`src/rtl/data_sram_axi_bridge_if.sv`:
```
// AXI4 single-beat master bus used by the data SRAM bridge.
// The master modport is the bridge side; slave is the memory/interconnect side.
interface data_sram_axi_bridge_if;
    logic [3:0]  awid;
    logic [31:0] awaddr;
    logic [7:0]  awlen;
    logic [2:0]  awsize;
    logic [1:0]  awburst;
    logic        awvalid;
    logic        awready;
    logic [31:0] wdata;
    logic [3:0]  wstrb;
    logic        wlast;
    logic        wvalid;
    logic        wready;
    logic [3:0]  bid;
    logic [1:0]  bresp;
    logic        bvalid;
    logic        bready;
    logic [3:0]  arid;
    logic [31:0] araddr;
    logic [7:0]  arlen;
    logic [2:0]  arsize;
    logic [1:0]  arburst;
    logic        arvalid;
    logic        arready;
    logic [3:0]  rid;
    logic [31:0] rdata;
    logic [1:0]  rresp;
    logic        rlast;
    logic        rvalid;
    logic        rready;

    modport master (
        output awid, awaddr, awlen, awsize, awburst, awvalid,
        input  awready,
        output wdata, wstrb, wlast, wvalid,
        input  wready,
        input  bid, bresp, bvalid,
        output bready,
        output arid, araddr, arlen, arsize, arburst, arvalid,
        input  arready,
        input  rid, rdata, rresp, rlast, rvalid,
        output rready
    );

    modport slave (
        input  awid, awaddr, awlen, awsize, awburst, awvalid,
        output awready,
        input  wdata, wstrb, wlast, wvalid,
        output wready,
        output bid, bresp, bvalid,
        input  bready,
        input  arid, araddr, arlen, arsize, arburst, arvalid,
        output arready,
        output rid, rdata, rresp, rlast, rvalid,
        input  rready
    );
endinterface

```
`src/rtl/data_sram_axi_bridge.sv`:
```
// CPU data-SRAM style request port to single-beat AXI4 master bridge.
// One transaction outstanding at a time; completion signalled by a data_ok pulse.
module data_sram_axi_bridge #(
    parameter logic [3:0] AXI_ID = 4'd1
) (
    input  logic        clk,
    input  logic        reset,
    input  logic        req,
    input  logic        wr,
    input  logic [1:0]  size,
    input  logic [31:0] addr,
    input  logic [31:0] wdata,
    input  logic [3:0]  wstrb,
    output logic        addr_ok,
    output logic        data_ok,
    output logic [31:0] rdata,
    output logic        resp_err,
    data_sram_axi_bridge_if.master axi
);

    typedef enum logic [2:0] {
        IDLE,
        AR,
        R,
        AW_W,
        B,
        DONE
    } state_t;

    state_t      state, state_nxt;
    logic        wr_reg;
    logic [1:0]  size_reg;
    logic [31:0] addr_reg;
    logic [31:0] wdata_reg;
    logic [3:0]  wstrb_reg;
    logic        aw_done, w_done;
    logic        arvalid_c, rready_c, awvalid_c, wvalid_c, bready_c;

    logic unused_ok;
    assign unused_ok = &{1'b0, axi.rid, axi.bid, axi.rlast};

    assign axi.awid    = AXI_ID;
    assign axi.awaddr  = addr_reg;
    assign axi.awlen   = '0;
    assign axi.awsize  = {1'b0, size_reg};
    assign axi.awburst = 2'b01;
    assign axi.awvalid = awvalid_c;
    assign axi.wdata   = wdata_reg;
    assign axi.wstrb   = wstrb_reg;
    assign axi.wlast   = 1'b1;
    assign axi.wvalid  = wvalid_c;
    assign axi.bready  = bready_c;
    assign axi.arid    = AXI_ID;
    assign axi.araddr  = addr_reg;
    assign axi.arlen   = '0;
    assign axi.arsize  = {1'b0, size_reg};
    assign axi.arburst = 2'b01;
    assign axi.arvalid = arvalid_c;
    assign axi.rready  = rready_c;

    always_comb begin
        state_nxt = state;
        addr_ok   = 1'b0;
        data_ok   = 1'b0;
        arvalid_c = 1'b0;
        rready_c  = 1'b0;
        awvalid_c = 1'b0;
        wvalid_c  = 1'b0;
        bready_c  = 1'b0;
        case (state)
            IDLE: begin
                addr_ok = req;
                if (req) state_nxt = wr ? AW_W : AR;
            end
            AR: begin
                arvalid_c = 1'b1;
                if (axi.arready) state_nxt = R;
            end
            R: begin
                rready_c = 1'b1;
                if (axi.rvalid) state_nxt = DONE;
            end
            AW_W: begin
                // AW and W channels complete independently; leave once both are done
                awvalid_c = !aw_done;
                wvalid_c  = !w_done;
                if ((aw_done || axi.awready) && (w_done || axi.wready)) state_nxt = B;
            end
            B: begin
                bready_c = 1'b1;
                if (axi.bvalid) state_nxt = DONE;
            end
            DONE: begin
                data_ok   = 1'b1;
                state_nxt = IDLE;
            end
            default: state_nxt = IDLE;
        endcase
    end

    always_ff @(posedge clk) begin
        if (reset) begin
            state     <= IDLE;
            wr_reg    <= 1'b0;
            size_reg  <= '0;
            addr_reg  <= '0;
            wdata_reg <= '0;
            wstrb_reg <= '0;
            aw_done   <= 1'b0;
            w_done    <= 1'b0;
            rdata     <= '0;
            resp_err  <= 1'b0;
        end else begin
            state <= state_nxt;
            if (state == IDLE && req) begin
                wr_reg    <= wr;
                size_reg  <= size;
                addr_reg  <= addr;
                wdata_reg <= wdata;
                wstrb_reg <= wstrb;
            end
            if (state == AW_W && state_nxt == AW_W) begin
                aw_done <= aw_done || axi.awready;
                w_done  <= w_done || axi.wready;
            end else begin
                aw_done <= 1'b0;
                w_done  <= 1'b0;
            end
            if (state == R && axi.rvalid && !wr_reg) begin
                rdata    <= axi.rdata;
                resp_err <= (axi.rresp != 2'b00);
            end
            if (state == B && axi.bvalid) resp_err <= (axi.bresp != 2'b00);
        end
    end

endmodule
```
`src/flat_wrapper.sv`:
```
// flat-port wrapper written by rule: the top's interface ports become plain ports
module data_sram_axi_bridge_flat 
#(
    parameter logic [3:0] AXI_ID = 4'd1
)
  (clk, reset, req, wr, size, addr, wdata, wstrb, addr_ok, data_ok, rdata, resp_err, axi_awid, axi_awaddr, axi_awlen, axi_awsize, axi_awburst, axi_awvalid, axi_awready, axi_wdata, axi_wstrb, axi_wlast, axi_wvalid, axi_wready, axi_bid, axi_bresp, axi_bvalid, axi_bready, axi_arid, axi_araddr, axi_arlen, axi_arsize, axi_arburst, axi_arvalid, axi_arready, axi_rid, axi_rdata, axi_rresp, axi_rlast, axi_rvalid, axi_rready);
  data_sram_axi_bridge_if axi_i ();
  input  logic clk;
  input  logic reset;
  input  logic req;
  input  logic wr;
  input  logic [1:0] size;
  input  logic [31:0] addr;
  input  logic [31:0] wdata;
  input  logic [3:0] wstrb;
  output logic addr_ok;
  output logic data_ok;
  output logic [31:0] rdata;
  output logic resp_err;
  output wire logic [$bits(axi_i.awid)-1:0] axi_awid;
  output wire logic [$bits(axi_i.awaddr)-1:0] axi_awaddr;
  output wire logic [$bits(axi_i.awlen)-1:0] axi_awlen;
  output wire logic [$bits(axi_i.awsize)-1:0] axi_awsize;
  output wire logic [$bits(axi_i.awburst)-1:0] axi_awburst;
  output wire logic [$bits(axi_i.awvalid)-1:0] axi_awvalid;
  input wire logic [$bits(axi_i.awready)-1:0] axi_awready;
  output wire logic [$bits(axi_i.wdata)-1:0] axi_wdata;
  output wire logic [$bits(axi_i.wstrb)-1:0] axi_wstrb;
  output wire logic [$bits(axi_i.wlast)-1:0] axi_wlast;
  output wire logic [$bits(axi_i.wvalid)-1:0] axi_wvalid;
  input wire logic [$bits(axi_i.wready)-1:0] axi_wready;
  input wire logic [$bits(axi_i.bid)-1:0] axi_bid;
  input wire logic [$bits(axi_i.bresp)-1:0] axi_bresp;
  input wire logic [$bits(axi_i.bvalid)-1:0] axi_bvalid;
  output wire logic [$bits(axi_i.bready)-1:0] axi_bready;
  output wire logic [$bits(axi_i.arid)-1:0] axi_arid;
  output wire logic [$bits(axi_i.araddr)-1:0] axi_araddr;
  output wire logic [$bits(axi_i.arlen)-1:0] axi_arlen;
  output wire logic [$bits(axi_i.arsize)-1:0] axi_arsize;
  output wire logic [$bits(axi_i.arburst)-1:0] axi_arburst;
  output wire logic [$bits(axi_i.arvalid)-1:0] axi_arvalid;
  input wire logic [$bits(axi_i.arready)-1:0] axi_arready;
  input wire logic [$bits(axi_i.rid)-1:0] axi_rid;
  input wire logic [$bits(axi_i.rdata)-1:0] axi_rdata;
  input wire logic [$bits(axi_i.rresp)-1:0] axi_rresp;
  input wire logic [$bits(axi_i.rlast)-1:0] axi_rlast;
  input wire logic [$bits(axi_i.rvalid)-1:0] axi_rvalid;
  output wire logic [$bits(axi_i.rready)-1:0] axi_rready;
  assign axi_awid = axi_i.awid;
  assign axi_awaddr = axi_i.awaddr;
  assign axi_awlen = axi_i.awlen;
  assign axi_awsize = axi_i.awsize;
  assign axi_awburst = axi_i.awburst;
  assign axi_awvalid = axi_i.awvalid;
  assign axi_i.awready = axi_awready;
  assign axi_wdata = axi_i.wdata;
  assign axi_wstrb = axi_i.wstrb;
  assign axi_wlast = axi_i.wlast;
  assign axi_wvalid = axi_i.wvalid;
  assign axi_i.wready = axi_wready;
  assign axi_i.bid = axi_bid;
  assign axi_i.bresp = axi_bresp;
  assign axi_i.bvalid = axi_bvalid;
  assign axi_bready = axi_i.bready;
  assign axi_arid = axi_i.arid;
  assign axi_araddr = axi_i.araddr;
  assign axi_arlen = axi_i.arlen;
  assign axi_arsize = axi_i.arsize;
  assign axi_arburst = axi_i.arburst;
  assign axi_arvalid = axi_i.arvalid;
  assign axi_i.arready = axi_arready;
  assign axi_i.rid = axi_rid;
  assign axi_i.rdata = axi_rdata;
  assign axi_i.rresp = axi_rresp;
  assign axi_i.rlast = axi_rlast;
  assign axi_i.rvalid = axi_rvalid;
  assign axi_rready = axi_i.rready;
  data_sram_axi_bridge #(.AXI_ID(AXI_ID)) u_core (.clk(clk), .reset(reset), .req(req), .wr(wr), .size(size), .addr(addr), .wdata(wdata), .wstrb(wstrb), .addr_ok(addr_ok), .data_ok(data_ok), .rdata(rdata), .resp_err(resp_err), .axi(axi_i));
endmodule
```
`config.mk`:
```
export PLATFORM = sky130hd
export DESIGN_NAME = data_sram_axi_bridge_flat
export DESIGN_NICKNAME = d
export VERILOG_FILES = /design/src/rtl/data_sram_axi_bridge_if.sv /design/src/rtl/data_sram_axi_bridge.sv /design/src/flat_wrapper.sv
export SDC_FILE = /design/constraint.sdc
export NUM_CORES = 1
export LEC_CHECK = 0
export ABC_CLOCK_PERIOD_IN_PS = 4960
export CORE_AREA = 2 2 117 119
export CTS_BUF_LIST = sky130_fd_sc_hd__clkbuf_8
export CTS_CLUSTER_SIZE = 16
export DETAILED_ROUTE_END_ITERATION = 7
export DIE_AREA = 0 0 119 121
export GPL_TIMING_DRIVEN = 0
export PLACE_DENSITY = 0.85
export SLEW_MARGIN = 15
export SYNTH_ARGS = -nofsm -noshare
export SYNTH_HDL_FRONTEND = slang
export SYNTH_SLANG_ARGS = --single-unit
```
`constraint.sdc`:
```
create_clock -name clk -period 4.96 [get_ports clk]
set_clock_uncertainty 0.1 [all_clocks]
set_input_delay 0.744 -clock clk [delete_from_list [all_inputs] [get_ports clk]]
set_output_delay 0.744 -clock clk [all_outputs]
set_load 0.05 [all_outputs]
```
==> results.tsv <==
metric	value	unit
synthesized instance count	571	
via count	4771	
CP Data Arrival Time	2.94	ns
row count	42	
Leakage	2.92	nW
CTS tree	done	
Hold Crit Class	register to register	
crit-path max FO	10	
pwr dens	331	nW/um2
Power Internal	0.00154	W
Synth area leader	dfxtp_1	
GRT met3 Usage	6.16	%
MaxCap Viol Count	0	
Async SR Flop Fraction	0	%
Initial Util	35.0	%
Post-Route WL	14400	um
clock root cell	clkbuf_8	
fin worst setup slack	1.18	ns
Hold WS	0.356	ns
Post-synth EDFFs	0	
Synth Register Bits	109	
antenna cell count	0	
Setup crit end kind	output port	
post-DP HPWL	11100	um
Least-Margin Pin Slew	0.630	ns
Crit Path Class	input port to output port	
share of post-route cells with drive strength above 1	10.9	%
total die area	14400	um2
hold_sp	u_core.axi.wdata[26]	
Final min period	3.78	ns
status	complete, no violations	
largest net degree at the start of global routing	16	
Setup crit start kind	input port	
most numerous cell in the Yosys netlist	nand2_1	
first-pass GRT wire length	22100	um
H-tree levels	3	
core box area	13100	um2
Switching Fraction	39.3	%
final core occ	58.5	%
CP Launch Point	req	
vias per cell	4.55	
final-layout fill cell count	1179	
Clock Path Buffers	2	
area of the multi-input gates	1770	um2
drt wl/cell	13.7	um
Mapped Area	4580	um2
synthesis warning total	0	
grt ovf	0	
1st-pass router iterations	4	
Final ANT Viol Nets	0	
# DRC	0	
Setup TNS	0	ns
grt peak-use layer	met2	
routing usage on met2	32.9	%
Psw	0.000997	W
Final Hold Fails	0	
Seq/Total Area, Yosys	47.7	%
Clk Latency, worst-skew pair	0.37	ns
Peak Freq	264	MHz
Comb pwr share	41.2	%
Tot GR Track Use	19.4	%
Slew Limit Headroom	58.0	%
grt met1 use	23.1	%
Synth top cells by count	142 x nand2_1, 109 x dfxtp_1, 106 x a21oi_1	
nets@finish	992	
Die Span X	119	um
GP Congestion	0.745	
area delta synth->final	67.1	%
PortBufs	257	
pre-CTS setup slack	1.16	ns
clock buffer count from CTS	9	
post-CTS setup buffer count	0	
Sink Count	109	
Die Y	121	um
final critical-path share of the clock period	76.3	%
Clk pin slew, worst setup/hold paths	0.08	ns
Clock Power Share	19.4	%
Top Ports	299	
maximum vdd drop	0.000153	V
RSZ-0062 raised after global routing	false	
number of global-route vias before repair	4304	
initial antenna violation count	0	
Register Area	2180	um2
top post-synthesis cells by area	dfxtp_1 48%, nand2_1 12%, a21oi_1 12%, buf_4 11%, o21ai_0 3.6%	
# resized after CTS	0	
Post-CTS Hold Fix Bufs	0	
top_reg_cell synth	dfxtp_1	
Worst EP required	4.12	ns
Final Max Slew Viols	0	
mean post-synth cell area	8.02	um2
Distinct cells, synth	35	
Setup-failing EPs final	0	
top cell type's share of synthesized area	47.7	%
share of power burned in registers	39.3	%
Initial DRC Count	270	
RR Startpoint	u_core.state[1]	
[cell families after synthesis]
family,synth area share [%]
other,0.164
AO/OA/AOI/OAI,17.5
flip-flops,47.7
multiplexers,0.246
AND/OR/NAND/NOR,18.5
buffers and inverters,16.0
[path summary, 6_finish.rpt]
path,cells past startpoint,endpoint,slack [ns]
setup reg to reg,4,u_core.rdata[22],3.14
hold reg to reg,2,u_core.axi.wdata[26],0.36
setup / recovery,6,addr_ok,1.18
hold / removal,2,u_core.axi.wdata[26],0.36
[critical path: stages]
cell and delay (ns):
clkdlybuf4s50_1 0.48, or4b_1 0.45, buf_6 0.18, inv_8 0.11, buf_6 0.15, clkdlybuf4s50_1 0.81
[routing by layer]
metal | vias to the layer above | part of all wire [%]
met5 | - | 0
met4 | 0 | 2.4
met3 | 26 | 6.9
met2 | 182 | 50
met1 | 2171 | 41
li1 | 2392 | -
[metrics by stage]
| stage | cell area (um2) | std cells | power, W |
|---|---|---|---|
| after global placement | 7480 | 1033 | 0.00206 |
| final | 7650 | 1049 | 0.00254 |
| after detailed placement | 7480 | 1033 | 0.00207 |
| after CTS | 7650 | 1049 | 0.00256 |
| after floorplan | 4690 | 600 | 0.00170 |
| after global routing | 7650 | 1049 | 0.00266 |
[power groups by stage]
stage          sequential (W)  combinational (W)  clock [W]
2_1_floorplan         0.00125           0.000452          0
3_3_place_gp          0.00101            0.00104          0
3_5_place_dp          0.00102            0.00105          0
4_1_cts              0.000998            0.00105   0.000510
5_1_grt               0.00101            0.00111   0.000548
6_report             0.000997            0.00105   0.000492
[placed cells by master, fill, tap and decap left out, types with 2 or more instances in the layout]
cell,Yosys,final
or3_1,2,2
nor4bb_1,3,3
dfxtp_1,109,109
conb_1,2,31
buf_6,8,8
buf_4,65,65
or2_2,2,2
nand2_1,142,142
clkdlybuf4s50_1,0,257
inv_1,3,7
clkbuf_1,31,31
o211ai_1,2,2
nand3_1,32,32
buf_2,3,3
o21ai_0,33,33
nor2_1,7,7
a21oi_1,106,106
clkbuf_8,0,11
and3_1,2,2
nor3_1,2,2
[area by class of cell]
| cell class | instances | area share [%] |
|---|---|---|
| Buffer | 107 | 9.27 |
| Clock buffer | 11 | 1.98 |
| Sequential cell | 109 | 28.5 |
| Multi-Input combinational cell | 380 | 23.2 |
| Timing Repair Buffer | 257 | 33.6 |
| Tap cell | 176 | 2.88 |
| Clock inverter | 5 | 0.262 |
| Inverter | 4 | 0.294 |
Power figures use the tool's default switching activity.
